$ cat src/rtl/adder_pipe_if.sv
// Handshake and result bundle for adder_pipe: operand side plus result side.
interface adder_pipe_if #(
    parameter int unsigned WIDTH = 16
);
    logic             in_valid;
    logic             in_ready;
    logic [WIDTH-1:0] in_a;
    logic [WIDTH-1:0] in_b;
    logic             in_sub;
    logic             in_cin;
    logic             out_valid;
    logic             out_ready;
    logic [WIDTH-1:0] out;
    logic             cout;
    logic             ovf;
    logic             zero;

    modport master (
        output in_valid, in_a, in_b, in_sub, in_cin, out_ready,
        input  in_ready, out_valid, out, cout, ovf, zero
    );

    modport slave (
        input  in_valid, in_a, in_b, in_sub, in_cin, out_ready,
        output in_ready, out_valid, out, cout, ovf, zero
    );
endinterface

$ cat src/rtl/adder_pipe.sv
// Pipelined WIDTH-bit add/subtract: STAGES registered carry-chain segments of
// WIDTH/STAGES bits each, with a global stall driven by result back-pressure.
module adder_pipe #(
    parameter int unsigned WIDTH  = 16,
    parameter int unsigned STAGES = 4
) (
    input logic         clk,
    input logic         rst,
    adder_pipe_if.slave bus
);
    localparam int unsigned CHUNK = WIDTH / STAGES;
    localparam int unsigned LAST  = STAGES - 1;

    logic stall;
    logic last_valid;
    logic msb_carry;
    logic ovf_q;
    logic zero_q;

    assign stall        = last_valid & ~bus.out_ready;
    assign bus.in_ready = ~stall;

    // Stage k holds the finished low bits and only the operand bits above them.
    for (genvar k = 0; k < STAGES; k++) begin : g_stage
        localparam int unsigned LO = k * CHUNK;
        localparam int unsigned HI = LO + CHUNK;

        logic [WIDTH-LO-1:0] a_in;
        logic [WIDTH-LO-1:0] b_in;
        logic                v_in;
        logic                c_in;
        logic [CHUNK:0]      sum;
        logic [HI-1:0]       res_d;
        logic                v_q;
        logic                c_q;
        logic [HI-1:0]       res_q;

        if (k == 0) begin : g_head
            assign v_in  = bus.in_valid;
            assign c_in  = bus.in_cin;
            assign a_in  = bus.in_a;
            assign b_in  = bus.in_sub ? ~bus.in_b : bus.in_b;
            assign res_d = sum[CHUNK-1:0];
        end else begin : g_body
            assign v_in  = g_stage[k-1].v_q;
            assign c_in  = g_stage[k-1].c_q;
            assign a_in  = g_stage[k-1].g_fwd.a_q;
            assign b_in  = g_stage[k-1].g_fwd.b_q;
            assign res_d = {sum[CHUNK-1:0], g_stage[k-1].res_q};
        end

        assign sum = {1'b0, a_in[CHUNK-1:0]} + {1'b0, b_in[CHUNK-1:0]}
                   + {{CHUNK{1'b0}}, c_in};

        // Data only loads behind a valid entry so outputs hold across bubbles.
        always_ff @(posedge clk) begin
            if (rst) begin
                v_q   <= 1'b0;
                c_q   <= 1'b0;
                res_q <= '0;
            end else if (!stall) begin
                v_q <= v_in;
                if (v_in) begin
                    c_q   <= sum[CHUNK];
                    res_q <= res_d;
                end
            end
        end

        if (k < LAST) begin : g_fwd
            logic [WIDTH-HI-1:0] a_q;
            logic [WIDTH-HI-1:0] b_q;

            always_ff @(posedge clk) begin
                if (rst) begin
                    a_q <= '0;
                    b_q <= '0;
                end else if (!stall && v_in) begin
                    a_q <= a_in[WIDTH-LO-1:CHUNK];
                    b_q <= b_in[WIDTH-LO-1:CHUNK];
                end
            end
        end
    end

    assign last_valid = g_stage[LAST].v_q;

    // Carry into the MSB recovered from the MSB's own sum bit and operands.
    assign msb_carry = g_stage[LAST].a_in[CHUNK-1] ^ g_stage[LAST].b_in[CHUNK-1]
                     ^ g_stage[LAST].sum[CHUNK-1];

    always_ff @(posedge clk) begin
        if (rst) begin
            ovf_q  <= 1'b0;
            zero_q <= 1'b0;
        end else if (!stall && g_stage[LAST].v_in) begin
            ovf_q  <= msb_carry ^ g_stage[LAST].sum[CHUNK];
            zero_q <= ~|g_stage[LAST].res_d;
        end
    end

    assign bus.out_valid = last_valid;
    assign bus.out       = g_stage[LAST].res_q;
    assign bus.cout      = g_stage[LAST].c_q;
    assign bus.ovf       = ovf_q;
    assign bus.zero      = zero_q;
endmodule

$ cat src/flat_wrapper.sv
// flat-port wrapper written by rule: the top's interface ports become plain ports
module adder_pipe_flat 
#(
    parameter int unsigned WIDTH  = 16,
    parameter int unsigned STAGES = 4
)
  (clk, rst, bus_in_valid, bus_in_a, bus_in_b, bus_in_sub, bus_in_cin, bus_out_ready, bus_in_ready, bus_out_valid, bus_out, bus_cout, bus_ovf, bus_zero);
  adder_pipe_if #(.WIDTH(WIDTH)) bus_i ();
  input logic clk;
  input logic rst;
  input wire logic [$bits(bus_i.in_valid)-1:0] bus_in_valid;
  input wire logic [$bits(bus_i.in_a)-1:0] bus_in_a;
  input wire logic [$bits(bus_i.in_b)-1:0] bus_in_b;
  input wire logic [$bits(bus_i.in_sub)-1:0] bus_in_sub;
  input wire logic [$bits(bus_i.in_cin)-1:0] bus_in_cin;
  input wire logic [$bits(bus_i.out_ready)-1:0] bus_out_ready;
  output wire logic [$bits(bus_i.in_ready)-1:0] bus_in_ready;
  output wire logic [$bits(bus_i.out_valid)-1:0] bus_out_valid;
  output wire logic [$bits(bus_i.out)-1:0] bus_out;
  output wire logic [$bits(bus_i.cout)-1:0] bus_cout;
  output wire logic [$bits(bus_i.ovf)-1:0] bus_ovf;
  output wire logic [$bits(bus_i.zero)-1:0] bus_zero;
  assign bus_i.in_valid = bus_in_valid;
  assign bus_i.in_a = bus_in_a;
  assign bus_i.in_b = bus_in_b;
  assign bus_i.in_sub = bus_in_sub;
  assign bus_i.in_cin = bus_in_cin;
  assign bus_i.out_ready = bus_out_ready;
  assign bus_in_ready = bus_i.in_ready;
  assign bus_out_valid = bus_i.out_valid;
  assign bus_out = bus_i.out;
  assign bus_cout = bus_i.cout;
  assign bus_ovf = bus_i.ovf;
  assign bus_zero = bus_i.zero;
  adder_pipe #(.WIDTH(WIDTH), .STAGES(STAGES)) u_core (.clk(clk), .rst(rst), .bus(bus_i));
endmodule
$ cat config.mk
export PLATFORM = sky130hd
export DESIGN_NAME = adder_pipe_flat
export DESIGN_NICKNAME = d
export VERILOG_FILES = /design/src/rtl/adder_pipe_if.sv /design/src/rtl/adder_pipe.sv /design/src/flat_wrapper.sv
export SDC_FILE = /design/constraint.sdc
export NUM_CORES = 1
export LEC_CHECK = 0
export ABC_AREA = 1
export CAP_MARGIN = 20
export CORE_MARGIN = 5
export CORE_UTILIZATION = 40
export DETAILED_ROUTE_END_ITERATION = 10
export GPL_ROUTABILITY_DRIVEN = 1
export PLACE_DENSITY = 0.65
export SYNTH_ARGS = -nofsm -noshare
export SYNTH_HDL_FRONTEND = slang
export SYNTH_SLANG_ARGS = --single-unit
$ cat constraint.sdc
create_clock -name clk -period 2.6 [get_ports clk]
set_input_delay 0.52 -clock clk [delete_from_list [all_inputs] [get_ports clk]]
set_output_delay 0.52 -clock clk [all_outputs]
set_load 0.02 [all_outputs]
==> key figures <==
Outcome
  • Status: finished, final reports clean

Cells and area
  • N_diodes: 0
  • Final non-filler cell total: 697
  • Core Util, Final: 48.9%
  • Multi-input gate area: between 1500 and 2000 um^2
  • Fillers: between 1k and 1.5k
  • Reg area: 1960 um^2
  • Commonest non-fill, non-tap cell in the layout: nor2_1
  • Final instance area: roughly 5000 um^2
  • Synth-to-layout area growth: 20.4%
  • Layout cells sized above 1: 6.42%
  • Nets: ~610
  • Commonest cells after routing, fill and taps aside: nor2_1, dfxtp_1, o21ai_0

Place
  • Port Buffers: 58
  • Gp weighted congestion: between 0.7 and 0.8
  • Place WS: -31.4 ps
  • Detail Placement HPWL: roughly 6000 um
  • Placed insts: 681
  • Area after DPL: 4810 um^2

Worst setup path
  • Critical path launch point type: input pin
  • Arrival time worst endpoint: approximately 2500 ps
  • Setup crit end kind: flop
  • Worst EP required: roughly 2900 ps
  • Crit path kind: in -> reg
  • Critical Path Fanout Max: 2

CTS
  • Max Root-Sink Buffers: 2
  • CTS H-tree lvls: 3
  • Root buf cell: clkbuf_8
  • Clk slew on worst S/H paths: approximately 90 ps
  • Post-CTS Setup Bufs: 0
  • Inserted Clock Buffers: 9
  • CTS tree: built
  • CTS Hold Bufs: 0
  • Cts repair resizes: 0
  • TritonCTS Sinks: 98
  • Worst-Skew Late Latency: 350 ps

Synth
  • Post-synth top area cell: dfxtp_1
  • Distinct cells, synth: 26
  • Net count after synthesis: ~560
  • Post-synthesis sequential area ratio: 47.2%
  • Synth warn: 0
  • Syn_area_per_cell: 8.22 um^2
  • Synth Instances: slightly above 500
  • Mapped Area: between 4000 and 5000 um^2
  • Synth top area cells: dfxtp_1, o21ai_0, nor2_1
  • Yosys top cell area share: roughly 47%
  • Seq cells post-synth: between 90 and 100

Hold path
  • Hold/Removal Path Class: reg -> reg

Timing
  • Final hold vios: 0
  • Max-slew headroom: 64.2%
  • Final WS setup: 354 ps
  • Tmin final: between 2000 and 2500 ps
  • Minimum hold slack: roughly 460 ps
  • Fin crit share: 86.4%
  • Final setup viols: 0
  • RSZ-0062 raised after global routing: no
  • Final Skew: 5.02 ps
  • Final Max Tran Viols: 0
  • Worst Tran Pin Value: 537 ps
  • Fmax: 445 MHz

Power
  • Static Leak: about 0.0021 uW
  • Worst vdd ir: ~400 uV
  • Power per cell area: just over 600 nW/um^2

Floorplan
  • Chip Width: between 100 and 150 um
  • Core Area: 10200 um^2
  • Die H: roughly 110 um
  • Rows: 37
  • Num ports: 59
  • Initial Util: approximately 40%
  • Die ar.: between 10000 and 15000 um^2

Routing
  • Post-DRT Antenna Nets: 0
  • Drt pass-1 iters: 4
  • Final wirelength: between 8000 and 9000 um
  • Post-DR vias/cell: between 4 and 5
  • Vias: approximately 3.2k
  • Wirelength per Cell: 11.9 um
  • DRC Markers: 0
  • Iteration-0 DRC Markers: 110

Global route
  • Initial antenna violation count: 0
  • Vias in the first global route: between 3k and 4k
  • Overall Global Routing Usage: 13.8%
  • First-pass GRT wire length: between 10000 and 15000 um
  • Largest net degree at the start of global routing: 38
  • Congestion Overflow GR: 0

Flow run
  • Maximum Capacitance Violations: 0
-- state kept, by name, indices dropped and copies added (netlist names) --
signal                    count
u_core.bus.cout               1
u_core.bus.out               16
u_core.bus.out_valid          1
u_core.bus.ovf                1
u_core.bus.zero               1
u_core.g_stage.c_q            3
u_core.g_stage.g_fwd.a_q     24
u_core.g_stage.g_fwd.b_q     24
u_core.g_stage.res_q         24
u_core.g_stage.v_q            3
-- worst max-delay path: stages --
cell	delay (ps)
clkdlybuf4s50_1	580
xor2_1	200
fa_1	210
inv_1	50
fa_1	370
or2_2	320
a21oi_1	140
nor3_1	60
nor2_1	90
-- final timing paths --
kind / start / endpoint / slack, ps / cells past startpoint
setup reg to reg: u_core.g_stage[2].g_fwd.b_q[0] / u_core.bus.zero / 670 / 11
hold reg to reg: u_core.g_stage[0].g_fwd.b_q[10] / u_core.g_stage[1].g_fwd.b_q[6] / 460 / 2
hold / removal: u_core.g_stage[0].g_fwd.b_q[10] / u_core.g_stage[1].g_fwd.b_q[6] / 460 / 2
setup / recovery: bus_in_sub / u_core.g_stage[0].c_q / 350 / 9
-- cells in the mapped netlist --
master / count
nor2_1: 103
dfxtp_1: 98
o21ai_0: 78
a21oi_1: 58
inv_1: 40
nand2_1: 22
nand3_1: 15
xor2_1: 14
ha_1: 12
clkbuf_1: 8
fa_1: 8
o21ai_1: 8
buf_2: 6
buf_4: 6
buf_6: 5
xnor2_1: 5
nand2_4: 4
clkbuf_2: 3
inv_2: 3
o211ai_1: 3
nor3_1: 2
a211oi_2: 1
inv_4: 1
nand2_2: 1
o21bai_1: 1
or2_2: 1
-- cell families after synthesis --
group,after synthesis,synth area share (%)
xor gates and xnor gates,19,4.00
and+or+nand+nor,148,14.7
buffers and inverters,72,8.28
adders and majority gates,20,7.46
DFF,98,47.2
AOI/OAI and AO/OA,149,18.4
-- layer usage --
metal  wire [um]  track usage (%)  vias to the layer above
met4          72             3.37                        0
met3         375             4.13                        6
met2        3830             23.7                       61
met5           0                0                        -
met1        4020             17.0                     1422
li1            -                -                     1754
-- report_power, final --
part           internal (uW)  switching, uW  total, uW
sequential              1590           48.7       1640
clock                    443            507        949
combinational            200            237        437
-- per-stage QoR --
| stage | total power, uW | setup TNS (ps) |
|---|---|---|
| CTS | 3070 | 0 |
| global placement | 2100 | 0 |
| global route | 3210 | 0 |
| floorplan | 1960 | 0 |
| finish | 3030 | 0 |
| detailed placement | 2120 | -31.4 |
-- layout make-up --
type	instances	share of cell area, %
Clock buffer	9	2.47
Multi-Input combinational cell	336	37.0
Tap cell	136	3.40
Sequential cell	98	39.2
Timing Repair Buffer	67	13.2
Inverter	44	3.35
Clock inverter	7	1.40
(Power assumes the default switching activity.)
